## src/rtl/add_arbiter.sv

```systemverilog
// add_arbiter: round-robin scheduler sharing one registered signed adder
// among N requesters, with a single backpressured result channel.

// Per-requester operand slice and sign extension to the result width.
module add_arbiter_lane #(
  parameter int AW = 16,
  parameter int BW = 16,
  parameter int OW = 17
) (
  input  logic [AW-1:0] a,
  input  logic [BW-1:0] b,
  output logic [OW-1:0] a_ext,
  output logic [OW-1:0] b_ext
);
  // OW is always at least one bit wider than either operand
  assign a_ext = {{(OW-AW){a[AW-1]}}, a};
  assign b_ext = {{(OW-BW){b[BW-1]}}, b};
endmodule

module add_arbiter #(
  parameter  int N  = 4,
  parameter  int AW = 16,
  parameter  int BW = 16,
  localparam int OW = ((AW > BW) ? AW : BW) + 1,
  localparam int IW = ($clog2(N) > 1) ? $clog2(N) : 1
) (
  input  logic                 clk,
  input  logic                 rst_n,
  input  logic [N-1:0]         req_valid,
  output logic [N-1:0]         req_ready,
  input  logic [N*AW-1:0]      req_a,
  input  logic [N*BW-1:0]      req_b,
  output logic                 res_valid,
  input  logic                 res_ready,
  output logic signed [OW-1:0] res_data,
  output logic [IW-1:0]        res_id
);

  typedef struct packed {
    logic signed [OW-1:0] data;
    logic [IW-1:0]        id;
  } res_t;

  res_t                  res_q;
  logic [IW-1:0]         ptr;
  logic [N-1:0][OW-1:0]  a_ext;
  logic [N-1:0][OW-1:0]  b_ext;
  logic [N-1:0]          grant;
  logic [IW-1:0]         gidx;
  logic [IW:0]           idx;
  logic                  can_issue;
  logic                  issue;
  logic [OW-1:0]         a_sel;
  logic [OW-1:0]         b_sel;
  logic signed [OW-1:0]  sum;

  genvar gi;
  generate
    for (gi = 0; gi < N; gi++) begin : g_lane
      add_arbiter_lane #(.AW(AW), .BW(BW), .OW(OW)) u_lane (
        .a     (req_a[gi*AW +: AW]),
        .b     (req_b[gi*BW +: BW]),
        .a_ext (a_ext[gi]),
        .b_ext (b_ext[gi])
      );
    end
  endgenerate

  // Rotating search from ptr; wrap is explicit at N so non-power-of-two N
  // never visits an index outside 0..N-1.
  always_comb begin
    grant = '0;
    gidx  = '0;
    idx   = '0;
    for (int k = 0; k < N; k++) begin
      idx = {1'b0, ptr} + (IW+1)'(k);
      if (idx >= (IW+1)'(N)) idx = idx - (IW+1)'(N);
      if ((grant == '0) && req_valid[idx[IW-1:0]]) begin
        grant[idx[IW-1:0]] = 1'b1;
        gidx               = idx[IW-1:0];
      end
    end
  end

  // The result register can take a new sum when empty or draining this edge;
  // reset also blocks acceptance so nothing handshakes while held in reset.
  assign can_issue = !res_valid || res_ready;
  assign req_ready = grant & {N{can_issue && rst_n}};
  assign issue     = |req_ready;

  // One-hot operand mux feeding the single shared adder.
  always_comb begin
    a_sel = '0;
    b_sel = '0;
    for (int i = 0; i < N; i++) begin
      if (grant[i]) begin
        a_sel = a_sel | a_ext[i];
        b_sel = b_sel | b_ext[i];
      end
    end
  end

  assign sum = $signed(a_sel) + $signed(b_sel);

  // Result register and priority pointer; pointer only moves on an accept.
  always_ff @(posedge clk or negedge rst_n) begin
    if (!rst_n) begin
      res_valid <= 1'b0;
      res_q     <= '0;
      ptr       <= '0;
    end else if (issue) begin
      res_valid  <= 1'b1;
      res_q.data <= sum;
      res_q.id   <= gidx;
      ptr        <= (gidx == IW'(N-1)) ? '0 : gidx + 1'b1;
    end else if (res_ready) begin
      res_valid <= 1'b0;
    end
  end

  assign res_data = res_q.data;
  assign res_id   = res_q.id;

endmodule

```

## config.mk

```make
export PLATFORM = sky130hd
export DESIGN_NAME = add_arbiter
export DESIGN_NICKNAME = d
export VERILOG_FILES = /design/src/rtl/add_arbiter.sv
export SDC_FILE = /design/constraint.sdc
export NUM_CORES = 1
export LEC_CHECK = 0
export CORE_MARGIN = 2
export CORE_UTILIZATION = 41
export CTS_BUF_LIST = sky130_fd_sc_hd__clkbuf_4
export CTS_CLUSTER_SIZE = 28
export DETAILED_ROUTE_END_ITERATION = 6
export HOLD_SLACK_MARGIN = 0.12
export PLACE_DENSITY = 0.8
export SYNTH_ARGS = -nofsm -noshare
export SYNTH_HDL_FRONTEND = slang
export SYNTH_HIERARCHICAL = 1
export SYNTH_SLANG_ARGS = --single-unit
```

## constraint.sdc

```tcl
create_clock -name clk -period 5.8 [get_ports clk]
set_input_delay 1.16 -clock clk [delete_from_list [all_inputs] [get_ports clk]]
set_output_delay 1.16 -clock clk [all_outputs]
set_load 0.02 [all_outputs]
```

==> results of run 1 <==
==> layer usage <==
metal,global-route usage,share of wire,vias to the layer above
li1,-,-,1791
met1,0.244,0.39,1802
met2,0.397,0.52,156
met3,0.0248,0.066,12
met4,0.0634,0.017,0
met5,0,0,-
==> worst paths after layout <==
path                                  startpoint  depth (start not counted)                  endpoint  slack, ns
setup / recovery                    req_valid[1]                         19  res_data[13]$_DFFE_PN0P_       0.24
hold / removal             res_id[1]$_DFFE_PN0P_                          2     res_id[1]$_DFFE_PN0P_       0.50
setup reg to reg              ptr[1]$_DFFE_PN0P_                         20  res_data[13]$_DFFE_PN0P_       0.38
hold reg to reg            res_id[1]$_DFFE_PN0P_                          2     res_id[1]$_DFFE_PN0P_       0.50
max in group asynchronous                  rst_n                          2        ptr[1]$_DFFE_PN0P_       4.25
min in group asynchronous                  rst_n                          2   res_data[6]$_DFFE_PN0P_       1.31
==> cells in the final DEF, fill, tap and decap left out, drive strengths merged, types with 4 or more instances in the layout <==
master / count
clkdlybuf4s50: 156
nand2: 100
buf: 59
a222oi: 30
ha: 24
o21ai: 23
dfrtp: 22
inv: 15
a21oi: 12
xnor2: 10
nand3: 9
nor2: 7
a21o: 5
xor2: 5
nor3: 4
o2111ai: 4
a31o: 4
a311oi: 4
a22oi: 4
a41oi: 4
a21boi: 4
==> flip-flops by register name, indices dropped and copies added, names as in the netlist, named ones only <==
register / flops
res_data: 17
res_valid: 1
res_id: 2
ptr: 1
==> worst max-delay path, stage by stage <==
cell and delay (ns):
clkdlybuf4s50_1 0.45, mux4_2 0.56, a21bo_4 0.26, o22a_2 0.32, a311oi_1 0.44, a21bo_2 0.36
a22oi_1 0.12, and3_2 0.25, inv_1 0.06, ha_1 0.22, a21o_1 0.15, a21o_1 0.20
a21oi_2 0.19, o21ai_2 0.08, a41oi_2 0.22, a211o_1 0.19, o21a_1 0.18, xnor2_1 0.08
mux2_1 0.28
==> through the flow <==
stage,cell area [um^2],TNS [ns]
4_1_cts,4920,-0.00997
3_3_place_gp,4870,-1.21
3_5_place_dp,4870,-1.83
2_1_floorplan,3880,0
6_report,5060,0
5_1_grt,5060,-0.0207
==> logic make-up (layout without fill, tap and decap cells) <==
logic type                 count (synthesis)  count (layout)
buffers and inverters                    173             236
AOI/OAI and AO/OA                        121             122
and+or+nand+nor                          135             135
xor gates and xnor gates                  15              15
DFF                                       22              22
adders and majority gates                 25              25
muxes                                      8               8
==> cell type report <==
class | instances | area (um^2)
fill | 869 | 4130
timing repair buffer | 217 | 2030
clock inverter | 1 | 30.0
sequential | 22 | 551
tap | 111 | 139
inverter | 15 | 56.3
multi-input combinational | 305 | 2240
clock buffer | 3 | 22.5
==> repair_timing <==
| action | CTS | global route |
|---|---|---|
| pin swaps | 1 | 13 |
| setup endpoints to repair | 5 | 7 |
| buffers inserted | 0 | 6 |
| hold buffers | 0 | 0 |
| gates cloned | 0 | 1 |
| gates resized for setup | 3 | 22 |
| hold endpoints to repair | 0 | 0 |
==> out/metrics.yaml, run 1 <==
status: "complete, but fails checks"
violations: "design-rule violations"
area_growth_pct: 30.7
synth_fa_ha_area_frac: 0.0826
io_pins: 159
yosys.cell_count.top_type: "buf_4"
layout.nets: 724
setup_viol: 0
cts_buffers: 3
crit_type: "input port to flop"
period_needed_ns: 5.56
pre_cts_ws_ns: -0.393
grt_util_all_layers: 0.209
dieWidth_um: 101
first_pass_iters: 7
gp_congestion: 0.988
start_kind: "input port"
initial_core_util: 0.421
timing.final.ws_setup_ns: 0.237
synthArstFlopShare: 1.00
final_util: 0.551
wirelength_mm: 11.2
netlist_area_um2: 3880
yosysSeqAreaShare: 0.142
drc: 1
fin_skew_ns: 0.00961
hpwl_mm: 9.22
fmax_mhz: 180
dieArea_um2: 10200
layout.cells.non_filler: 674
syn-num-nets: 659
hold_path.class: "flop to flop"
detailroute.via_count: 3761
antenna_found_initial: 0
cts.htree.levels: 1
synthMuxAreaShare: 0.0313
cp-end-kind: "flop"
synth_top_family_by_area: "buffers and inverters"
cts_root_buffer: "clkbuf_4"
cts_tree: "built"
grt.overflow.total: 0
core_um2: 9200
grt_max_degree: 23
clock_latency_ns: 0.32
clock_path_buffers: 2
io_buffers: 158
drv_slew: 0
cp.required_ns: 6.02
yosys.area.top_type_share: 0.263
worst-path-max-fanout: 9
rows: 35
yosys-top-cells-area: "buf_4 26%, dfrtp_1 14%, nand2_1 9.7%, a222oi_1 7.7%, ha_1 7.7%"
drt.antenna.violating_nets: 0
max_slew_margin: 0.490
place_inst: 663
synth_edf_count: 0
clock-sinks: 22
n_antenna_cell: 0
drive_gt1_frac: 0.169
synth_compound_area_frac: 0.258
yosys.area_share.simple: 0.145
synth-xor-area-share: 0.0339
whs_ns: 0.495
synthCells: 499
ys.flop_type: "dfrtp_1"
synth_top_area_cell: "buf_4"
yosysWarnings: 6
hold_viol: 0
period_share: 0.959
die_h_um: 101
worst_pin_slew_ns: 0.763
clkTransAtPathRegs_ns: 0.14
wl_per_cell_um: 16.7
ys_ff_latch: 22
syn_avg_cell_area_um2: 7.77
grt_pass1_wl_mm: 17.5
crit_arrival_ns: 5.78
grt_pass1_vias: 3870
ys_types: 63
drv_cap: 0
drtIter0Drc: 293
vias_per_cell: 5.58
synthTopCellsByCount: "136 x buf_4, 100 x nand2_1, 30 x a222oi_1"
Power of run 1 is not shown: default switching activity piles up to over one toggle a cycle in this logic, so the estimate is an artifact.
==> run 2: changes to the inputs <==
- CORE_MARGIN: 2 -> 4
- CTS_CLUSTER_SIZE: 28 -> default
- SLEW_MARGIN: default -> 20
==> out/metrics.yaml, run 2 (synthesized netlist as in run 1, its figures left out) <==
mostFrequentLayoutCells: "155 x clkdlybuf4s50_1, 100 x nand2_1, 55 x buf_4, 30 x a222oi_1, 24 x ha_1"
hpwl_mm: 9.35
dieArea_um2: 11100
first_pass_iters: 6
clock_latency_ns: 0.32
worst_pin_slew_ns: 0.689
fmax_mhz: 177
cpPeakStageDelay_ns: 0.60
cp_num_buf_inv: 4
drv_cap: 0
drive_gt1_frac: 0.162
hold_path.class: "flop to flop"
fin_skew_ns: 0.0209
drt.antenna.violating_nets: 0
initial_core_util: 0.419
period_needed_ns: 5.65
wl_per_cell_um: 16.5
placed_cell_area_um2: 4900
layout.nets: 722
largest_reg_flops: 17
cp_top_family: "buffers and inverters"
grt_pass1_wl_mm: 17.5
cts_buffers: 3
r2r_setup_slack_ns: 0.56
fill_cells: 861
rows: 35
cts_tree: "built"
detailroute.via_count: 3666
period_share: 0.973
core_um2: 9240
area_growth_pct: 31.1
gp_congestion: 0.873
slowest_stage: "clkdlybuf4s50_1"
drc: 0
cts_root_buffer: "clkbuf_4"
final_design_area_no_fill_um2: 5080
grt_pass1_vias: 3715
dieWidth_um: 105
grt_max_degree: 25
setup_viol: 0
n_antenna_cell: 0
timing.final.ws_setup_ns: 0.154
grt.overflow.total: 0
status: "finished, final reports clean"
io_buffers: 158
antenna_found_initial: 0
crit_type: "input port to output port"
cp-end-kind: "output port"
drtIter0Drc: 269
wirelength_mm: 11.4
cts.htree.levels: 1
hold_viol: 0
io_pins: 159
clkTransAtPathRegs_ns: 0.12
clock-sinks: 22
cp.required_ns: 4.64
die_h_um: 105
final_common_cell: "clkdlybuf4s50_1"
worst-path-max-fanout: 7
pre_cts_ws_ns: -0.402
grt_util_all_layers: 0.190
worstPathCellList: "clkdlybuf4s50_1 -> mux4_2 -> a21bo_4 -> o22a_2 -> buf_4 -> a311oi_4 -> nand3_1 -> o21bai_2 -> buf_4 -> and2_1 -> clkdlybuf4s50_1"
vias_per_cell: 5.31
drv_slew: 0
max_slew_margin: 0.539
clock_path_buffers: 2
start_kind: "input port"
crit_arrival_ns: 4.49
[run 2: cell types whose count changed in the layout (fill, tap and decap cells not counted), sizes merged]
cell / delta
dlygate4sd2: -1
dlymetal6s2s: +2
buf: -2
clkdlybuf4s50: -1
[run 2: final cells by class]
cell class	count	area (um^2)	area share
Clock buffer	3	22.5	0.00443
Clock inverter	1	30.0	0.00591
Inverter	15	56.3	0.0111
Multi-Input combinational cell	305	2230	0.439
Sequential cell	22	551	0.108
Tap cell	129	161	0.0317
Timing Repair Buffer	215	2030	0.400
[run 2: metal layers]
layer	wire length, um	part of all wire	GRT usage
met1	4660	0.41	0.227
met2	5770	0.51	0.352
met3	763	0.067	0.0220
met4	189	0.017	0.0581
met5	0	0	0
[run 2: per-stage QoR]
| step | hold slack [ns] | utilization | TNS [ns] | std cells |
|---|---|---|---|---|
| 2_1_floorplan | 0.579 | - | 0 | 499 |
| 3_3_place_gp | 0.461 | 0.531 | -0.586 | 682 |
| 3_5_place_dp | 0.476 | 0.531 | -1.54 | 682 |
| 4_1_cts | 0.507 | 0.537 | 0 | 686 |
| 5_1_grt | 0.531 | 0.550 | -0.0133 | 690 |
| 6_report | 0.500 | 0.550 | 0 | 690 |
[run 2: worst register-to-register path, delay by kind of cell, from the launching register on]
kind / cells / cell delay, ns
AOI/OAI and AO/OA: 8 / 1.78
xor gates and xnor gates: 1 / 0.12
adders and majority gates: 2 / 0.71
buffers and inverters: 6 / 0.95
DFF: 1 / 0.42
muxes: 1 / 0.27
and+or+nand+nor: 4 / 0.91
[run 2: what timing repair did]
item / in CTS / in global routing
gates cloned: 0 / 1
setup endpoints to repair: 2 / 5
hold buffers: 0 / 0
setup buffers: 0 / 3
gates resized for setup: 1 / 24
pin swaps: 0 / 14
[run 2: path summary, 6_finish.rpt]
check | start | endpoint | depth (start not counted)
max reg2reg | ptr[1]$_DFFE_PN0P_ | res_data[13]$_DFFE_PN0P_ | 22
max | req_valid[2] | req_ready[2] | 11
min reg2reg | res_id[1]$_DFFE_PN0P_ | res_id[1]$_DFFE_PN0P_ | 2
min | res_id[1]$_DFFE_PN0P_ | res_id[1]$_DFFE_PN0P_ | 2
max in group asynchronous | rst_n | res_data[5]$_DFFE_PN0P_ | 2
min in group asynchronous | rst_n | res_data[6]$_DFFE_PN0P_ | 2
Power of run 2 is left out for the same reason.
